$ cat src/rtl/core_inst_sequencer.sv
// Core instruction sequencer: walks Q/K load, execute, ofifo drain and SFP phases.
// Latency: every output is registered; a state's word is visible right after the edge that enters it.
// Backpressure: hold freezes state, counters and all output registers; reset overrides hold.
module core_inst_sequencer #(
  parameter int TOTAL_CYCLE = 8,
  parameter int COL         = 8,
  parameter int GAP         = 10
) (
  input  logic        clk,
  input  logic        reset,
  input  logic        start,
  input  logic        hold,
  output logic [18:0] inst,
  output logic        data_sel,
  output logic [3:0]  data_idx,
  output logic        busy,
  output logic        done
);

  // One SFP row frame is a fixed number of cycles.
  localparam int SFP_LEN = 10;

  localparam logic [7:0] Q_LAST   = 8'(TOTAL_CYCLE - 1);
  localparam logic [7:0] K_LAST   = 8'(COL - 1);
  localparam logic [7:0] KL_LAST  = 8'(COL);
  localparam logic [7:0] G_LAST   = 8'(GAP - 1);
  localparam logic [7:0] S_LAST   = 8'(SFP_LEN - 1);
  localparam logic [3:0] ROW_LAST = 4'(TOTAL_CYCLE - 1);

  typedef enum logic [3:0] {
    S_IDLE, S_QWR, S_KWR, S_KLOAD, S_KTAIL, S_GAP1, S_EXEC,
    S_GAP2, S_OFIFO, S_GAP3, S_SFP, S_DONE
  } state_t;

  state_t      state_q, state_d;
  logic [7:0]  cnt_q, cnt_d;
  logic [3:0]  row_q, row_d;

  logic [18:0] inst_q, inst_d;
  logic        sel_q, sel_d;
  logic [3:0]  idx_q, idx_d;
  logic        busy_q, busy_d;
  logic        done_q, done_d;
  logic [7:0]  cnt_m1;

  // Next state and counters; every phase leaves exactly at its terminal count.
  always_comb begin
    state_d = state_q;
    cnt_d   = cnt_q;
    row_d   = row_q;
    if (!hold) begin
      unique case (state_q)
        S_IDLE: begin
          if (start) begin
            state_d = S_QWR;
            cnt_d   = '0;
            row_d   = '0;
          end
        end
        S_QWR: begin
          if (cnt_q == Q_LAST) begin state_d = S_KWR; cnt_d = '0; end
          else cnt_d = cnt_q + 8'd1;
        end
        S_KWR: begin
          if (cnt_q == K_LAST) begin state_d = S_KLOAD; cnt_d = '0; end
          else cnt_d = cnt_q + 8'd1;
        end
        S_KLOAD: begin
          if (cnt_q == KL_LAST) begin state_d = S_KTAIL; cnt_d = '0; end
          else cnt_d = cnt_q + 8'd1;
        end
        S_KTAIL: begin
          state_d = S_GAP1;
          cnt_d   = '0;
        end
        S_GAP1: begin
          if (cnt_q == G_LAST) begin state_d = S_EXEC; cnt_d = '0; end
          else cnt_d = cnt_q + 8'd1;
        end
        S_EXEC: begin
          if (cnt_q == Q_LAST) begin state_d = S_GAP2; cnt_d = '0; end
          else cnt_d = cnt_q + 8'd1;
        end
        S_GAP2: begin
          if (cnt_q == G_LAST) begin state_d = S_OFIFO; cnt_d = '0; end
          else cnt_d = cnt_q + 8'd1;
        end
        S_OFIFO: begin
          if (cnt_q == Q_LAST) begin state_d = S_GAP3; cnt_d = '0; end
          else cnt_d = cnt_q + 8'd1;
        end
        S_GAP3: begin
          if (cnt_q == G_LAST) begin state_d = S_SFP; cnt_d = '0; row_d = '0; end
          else cnt_d = cnt_q + 8'd1;
        end
        S_SFP: begin
          if (cnt_q == S_LAST) begin
            cnt_d = '0;
            if (row_q == ROW_LAST) state_d = S_DONE;
            else row_d = row_q + 4'd1;
          end else begin
            cnt_d = cnt_q + 8'd1;
          end
        end
        S_DONE: begin
          state_d = S_IDLE;
          cnt_d   = '0;
          row_d   = '0;
        end
        default: begin
          state_d = S_IDLE;
          cnt_d   = '0;
          row_d   = '0;
        end
      endcase
    end
  end

  // Decode the upcoming state/counters into the word registered on this edge.
  always_comb begin
    inst_d = '0;
    sel_d  = 1'b0;
    idx_d  = '0;
    busy_d = (state_d != S_IDLE);
    done_d = 1'b0;
    cnt_m1 = cnt_d - 8'd1;
    unique case (state_d)
      S_QWR: begin
        inst_d[4]     = 1'b1;
        inst_d[15:12] = cnt_d[3:0];
        idx_d         = cnt_d[3:0];
      end
      S_KWR: begin
        inst_d[2]     = 1'b1;
        inst_d[15:12] = cnt_d[3:0];
        sel_d         = 1'b1;
        idx_d         = cnt_d[3:0];
      end
      S_KLOAD: begin
        // Read address lags one cycle behind the load pipeline.
        inst_d[6] = 1'b1;
        if (cnt_d >= 8'd1) inst_d[3] = 1'b1;
        if (cnt_d >= 8'd2) inst_d[15:12] = cnt_m1[3:0];
      end
      S_KTAIL: inst_d[6] = 1'b1;
      S_EXEC: begin
        inst_d[7]     = 1'b1;
        inst_d[5]     = 1'b1;
        inst_d[15:12] = cnt_d[3:0];
      end
      S_OFIFO: begin
        inst_d[16]   = 1'b1;
        inst_d[0]    = 1'b1;
        inst_d[11:8] = cnt_d[3:0];
      end
      S_SFP: begin
        inst_d[1]    = 1'b1;
        inst_d[11:8] = row_d;
        if (cnt_d >= 8'd2 && cnt_d <= 8'd4) inst_d[17] = 1'b1;
        if (cnt_d >= 8'd7 && cnt_d <= 8'd9) inst_d[18] = 1'b1;
      end
      S_DONE: done_d = 1'b1;
      default: inst_d = '0;
    endcase
  end

  // State, counter and output registers; reset beats hold, hold freezes everything.
  always_ff @(posedge clk) begin
    if (reset) begin
      state_q <= S_IDLE;
      cnt_q   <= '0;
      row_q   <= '0;
      inst_q  <= '0;
      sel_q   <= 1'b0;
      idx_q   <= '0;
      busy_q  <= 1'b0;
      done_q  <= 1'b0;
    end else if (!hold) begin
      state_q <= state_d;
      cnt_q   <= cnt_d;
      row_q   <= row_d;
      inst_q  <= inst_d;
      sel_q   <= sel_d;
      idx_q   <= idx_d;
      busy_q  <= busy_d;
      done_q  <= done_d;
    end
  end

  assign inst     = inst_q;
  assign data_sel = sel_q;
  assign data_idx = idx_q;
  assign busy     = busy_q;
  assign done     = done_q;

endmodule

$ cat config.mk
export PLATFORM = sky130hd
export DESIGN_NAME = core_inst_sequencer
export DESIGN_NICKNAME = d
export VERILOG_FILES = /design/src/rtl/core_inst_sequencer.sv
export SDC_FILE = /design/constraint.sdc
export NUM_CORES = 1
export LEC_CHECK = 0
export CAP_MARGIN = 25
export CORE_MARGIN = 2
export CORE_UTILIZATION = 25
export CTS_BUF_LIST = sky130_fd_sc_hd__clkbuf_4 sky130_fd_sc_hd__clkbuf_8 sky130_fd_sc_hd__clkbuf_16
export DETAILED_ROUTE_END_ITERATION = 6
export PLACE_DENSITY = 0.49
export SETUP_SLACK_MARGIN = 0.15
export SYNTH_ARGS = -nofsm -noshare
export SYNTH_HDL_FRONTEND = slang
export SYNTH_SLANG_ARGS = --single-unit
$ cat constraint.sdc
create_clock -name clk -period 3.89 [get_ports clk]
set_input_delay 1.167 -clock clk [delete_from_list [all_inputs] [get_ports clk]]
set_output_delay 1.167 -clock clk [all_outputs]
set_load 0.02 [all_outputs]
==> summary.md <==
| Metric | Value |
|---|---|
| Outcome | `complete, no violations` |
| GRT Total Usage | `0.1427` |
| Flop-to-flop setup slack | `about 0.51 ns` |
| Diodes inserted | `0` |
| Max-cap viol count | `0` |
| Crit share post-route | `0.8901` |
| Worst setup SP type | `input port` |
| Switching power | `0.0002608 W` |
| Fillers | `approximately 1100` |
| GRT met2 Usage | `0.2161` |
| Worst-path clk slew | `about 0.080 ns` |
| Via/cell ratio | `~5.3` |
| Syn Nets | `between 300 and 400` |
| Busiest grt layer | `met2` |
| First-pass detailed-route iteration total | `5` |
| Largest net degree at the start of global routing | `39` |
| Final Max Tran Viols | `0` |
| Area grow syn2layout | `21.28%` |
| FF-to-FF path depth | `10` |
| Routed WL | `about 8.1 mm` |
| Final Setup Violations | `0` |
| Mux contribution to synthesized area | `0.02660` |
| Most common cell after layout, fill and taps aside | `nor2_1` |
| CP Capture Type | `register` |
| Initial antenna violation count | `0` |
| Die area | `11570 µm²` |
| Clk_lat worst skew | `0.29 ns` |
| Htree depth | `2` |
| Fin nets | `391` |
| M1 GR Usage | `0.2092` |
| RSZ-0062 raised after global routing | `no` |
| Int Power | `just under 0.0007 W` |
| Synthesized instance count | `roughly 360` |
| Std cell rows | `37` |
| Detail Placement HPWL | `about 6 mm` |
| CP Depth | `10` |
| Area of the core | `10370 µm²` |
| Most frequent cells in the layout | `nor2_1 (59), dfxtp_1 (39), clkdlybuf4s50_1 (29)` |
| Sequential fraction of the synthesis area | `0.2912` |
| Crit path max fanout | `6` |
| Sequential cell area | `just under 800 µm²` |
| R2r startpoint | `state_q[1]` |
| CP Launch Point | `start` |
| Mapped Area | `~2700 µm²` |
| Worst Hold Class | `register to register` |
| Synth Area in Adders | `0.03733` |
| Pwr Density | `a little under 300 nW/µm²` |
| Setup slack after layout | `around 0.43 ns` |
| WL per Instance | `around 16 µm` |
| Sw frac | `0.2761` |
| Leakage | `roughly 1.1 nW` |
| CP max-delay cell | `or4_1` |
| Cells resized by post-CTS repair | `0` |
| Buf/Inv on CP | `1` |
| Post-route ant nets | `0` |
| Combinational share of power | `0.182` |
| Tmin final | `3.463 ns` |
| Setup TNS | `0 ns` |
| Unique masters post-synth | `65` |
| Critical-path cell list | `clkdlybuf4s50_1 -> nor2_1 -> o41ai_1 -> or4_1 -> o32ai_4 -> nor2_1 -> nand2b_1 -> a21oi_1 -> a221oi_1 -> nor3_1` |
| Worst VDD drop | `roughly 250 µV` |
| First-pass GRT wire length | `around 13 mm` |
| Multi-input gate area | `between 1500 and 2000 µm²` |
| Async SR Flop Fraction | `0` |
| Clock Path Buffers | `2` |
| Synthesis-stage register bit count | `39` |
| Xor/xnor share of the synthesized area | `0.01633` |
| Top delay family on crit path | `simple AND/OR/NAND/NOR gates` |
| Final hold vios | `0` |
| # hold bufs at CTS | `0` |
| Num ports | `30` |
| Num CTS Buffers | `5` |
| Slew of the pin with the lowest slew margin | `0.7459 ns` |
| Residual DRC | `0` |
| Port Buffer Count | `29` |
| Tot Pwr | `0.0009445 W` |
| Syn Area/Cell | `approximately 7.6 µm²` |
| Via count | `2717` |
| R2r endpoint | `inst[15]` |
| Largest family of logic cells by synthesized area | `simple AND/OR/NAND/NOR gates` |
| Place WS | `between 0.1 and 0.15 ns` |
| Highest Clock Rate | `roughly 290 MHz` |
| Slew headroom | `0.4899` |
| Crit-path most repeated cell | `nor2_1` |
| GR Util met3 | `0.01877` |
| Die H | `107.6 µm` |
| Die Wd | `around 110 µm` |
| Post-synth EDFFs | `0` |
| Sink Count | `39` |
| Number of global-route vias before repair | `2596` |
| Share of layout cells above drive strength 1 | `0.1000` |
| Initial DRC count | `about 150` |
| Simple-gate share of the synthesized area | `0.2916` |
| Setup Skew | `0.008768 ns` |
| Worst setup path endpoint | `inst[15]` |
| Clk network pwr share | `0.373` |
| Post-CTS Setup Inserts | `0` |
| Worst path arrival time | `between 3 and 4 ns` |
| Clock tree from TritonCTS | `yes` |
| CTS root buffer | `clkbuf_8` |
| Gp weighted congestion | `0.8916` |
| Class of the most critical setup path | `input port to register` |
| Crit-path max cell delay | `0.60 ns` |
| Primary FF master, synth | `dfxtp_1` |
| Initial Util | `0.2586` |
| YS warnings | `0` |
| Sequential power share | `0.445` |
| Gr ovfl total | `0` |
| Compound-cell area share of the yosys netlist | `0.2767` |
| Data required time of the critical path | `4.06 ns` |
## cells in the mapped netlist, drive strengths merged (2+ instances only)
cell | n | share of area
nor2 | 61 | 0.089
dfxtp | 39 | 0.29
nand2 | 28 | 0.039
a21oi | 25 | 0.047
clkbuf | 16 | 0.022
nor3 | 15 | 0.028
o21ai | 12 | 0.024
buf | 11 | 0.022
inv | 11 | 0.015
nand2b | 9 | 0.022
ha | 8 | 0.037
a221oi | 7 | 0.023
a22oi | 6 | 0.017
mux2i | 6 | 0.022
nand3 | 6 | 0.011
nor2b | 6 | 0.014
a211oi | 5 | 0.014
a31oi | 5 | 0.012
or2 | 5 | 0.012
a2111oi | 4 | 0.014
o31ai | 4 | 0.011
o32ai | 4 | 0.020
a22o | 3 | 0.0098
a41o | 3 | 0.011
and2 | 3 | 0.0070
and3 | 3 | 0.0070
nand3b | 3 | 0.0084
nor4 | 3 | 0.0070
xnor2 | 3 | 0.0098
a211o | 2 | 0.0065
a2bb2oi | 2 | 0.0065
a311oi | 2 | 0.0065
a32o | 2 | 0.0075
and3b | 2 | 0.0065
and4 | 2 | 0.0065
nor4b | 2 | 0.0065
o211ai | 2 | 0.0056
o21a | 2 | 0.0056
o22ai | 2 | 0.0047
or3b | 2 | 0.0065
or4 | 2 | 0.0056
xor2 | 2 | 0.0065
## power groups by stage
stage	Sequential (W)	Clock, W	Combinational (W)
4_1_cts	0.000420	0.000359	0.000172
5_1_grt	0.000422	0.000380	0.000188
6_report	0.000420	0.000352	0.000172
3_5_place_dp	0.000430	0	0.000170
3_3_place_gp	0.000430	0	0.000172
2_1_floorplan	0.000433	0	0.000111
## sequential cells by signal, summed over array words and instances, names as in the netlist
register and flops:
busy 1, row_q 4, cnt_q 8, done 1
data_idx 4, state_q 4, inst 17
## stage by stage
step                instance area [µm²]  std cells  hold WS [ns]    util
detailed placement                 3134        508        0.4570  0.3022
global route                       3252        516        0.5017  0.3136
floorplan                          2681        355        0.4773       -
finish                             3252        516        0.4650  0.3136
CTS                                3252        516        0.4688  0.3136
global placement                   3134        508        0.4560  0.3022
## worst reg2reg max path, stage by stage (launching register included)
cell       delay, ns
dfxtp_1         0.67
nor2_1          0.22
a221oi_1        0.55
or2_2           0.24
a31oi_1         0.16
a21boi_2        0.31
inv_1           0.16
a2111oi_1       0.44
xor2_1          0.13
a221oi_1        0.30
nor3_1          0.09
## how the worst min path moves through the flow
stage | from | to | slack, ns | cells after the start
2_1_floorplan | row_q[1] | row_q[1] | 0.48 | 2
3_3_place_gp | inst[6] | inst[6] | 0.46 | 2
3_5_place_dp | inst[6] | inst[6] | 0.46 | 2
4_1_cts | inst[6] | inst[6] | 0.47 | 2
5_1_grt | inst[6] | inst[6] | 0.50 | 2
6_report | inst[6] | inst[6] | 0.47 | 2
## routing by layer
layer	part of all wire	up-vias
li1	-	1352
met1	0.50	1264
met2	0.44	88
met3	0.045	13
met4	0.016	0
met5	0	-
## cells by family (layout without fill, tap and decap cells)
logic type,after synthesis,in the layout
xor+xnor,5,5
compound gates,101,101
fa+ha+maj,8,8
mux,7,7
buf+inv,38,63
simple gates,157,157
flops,39,39
## layout make-up
cell class	count	share of cell area
inverters	11	0.01270
well taps	136	0.05233
clock buffers	6	0.02539
clock inverters	2	0.01077
multi-input cells	278	0.5348
flip-flops and latches	39	0.2401
repair buffers	44	0.1239
No activity file was read; power rests on OpenSTA's default activity.
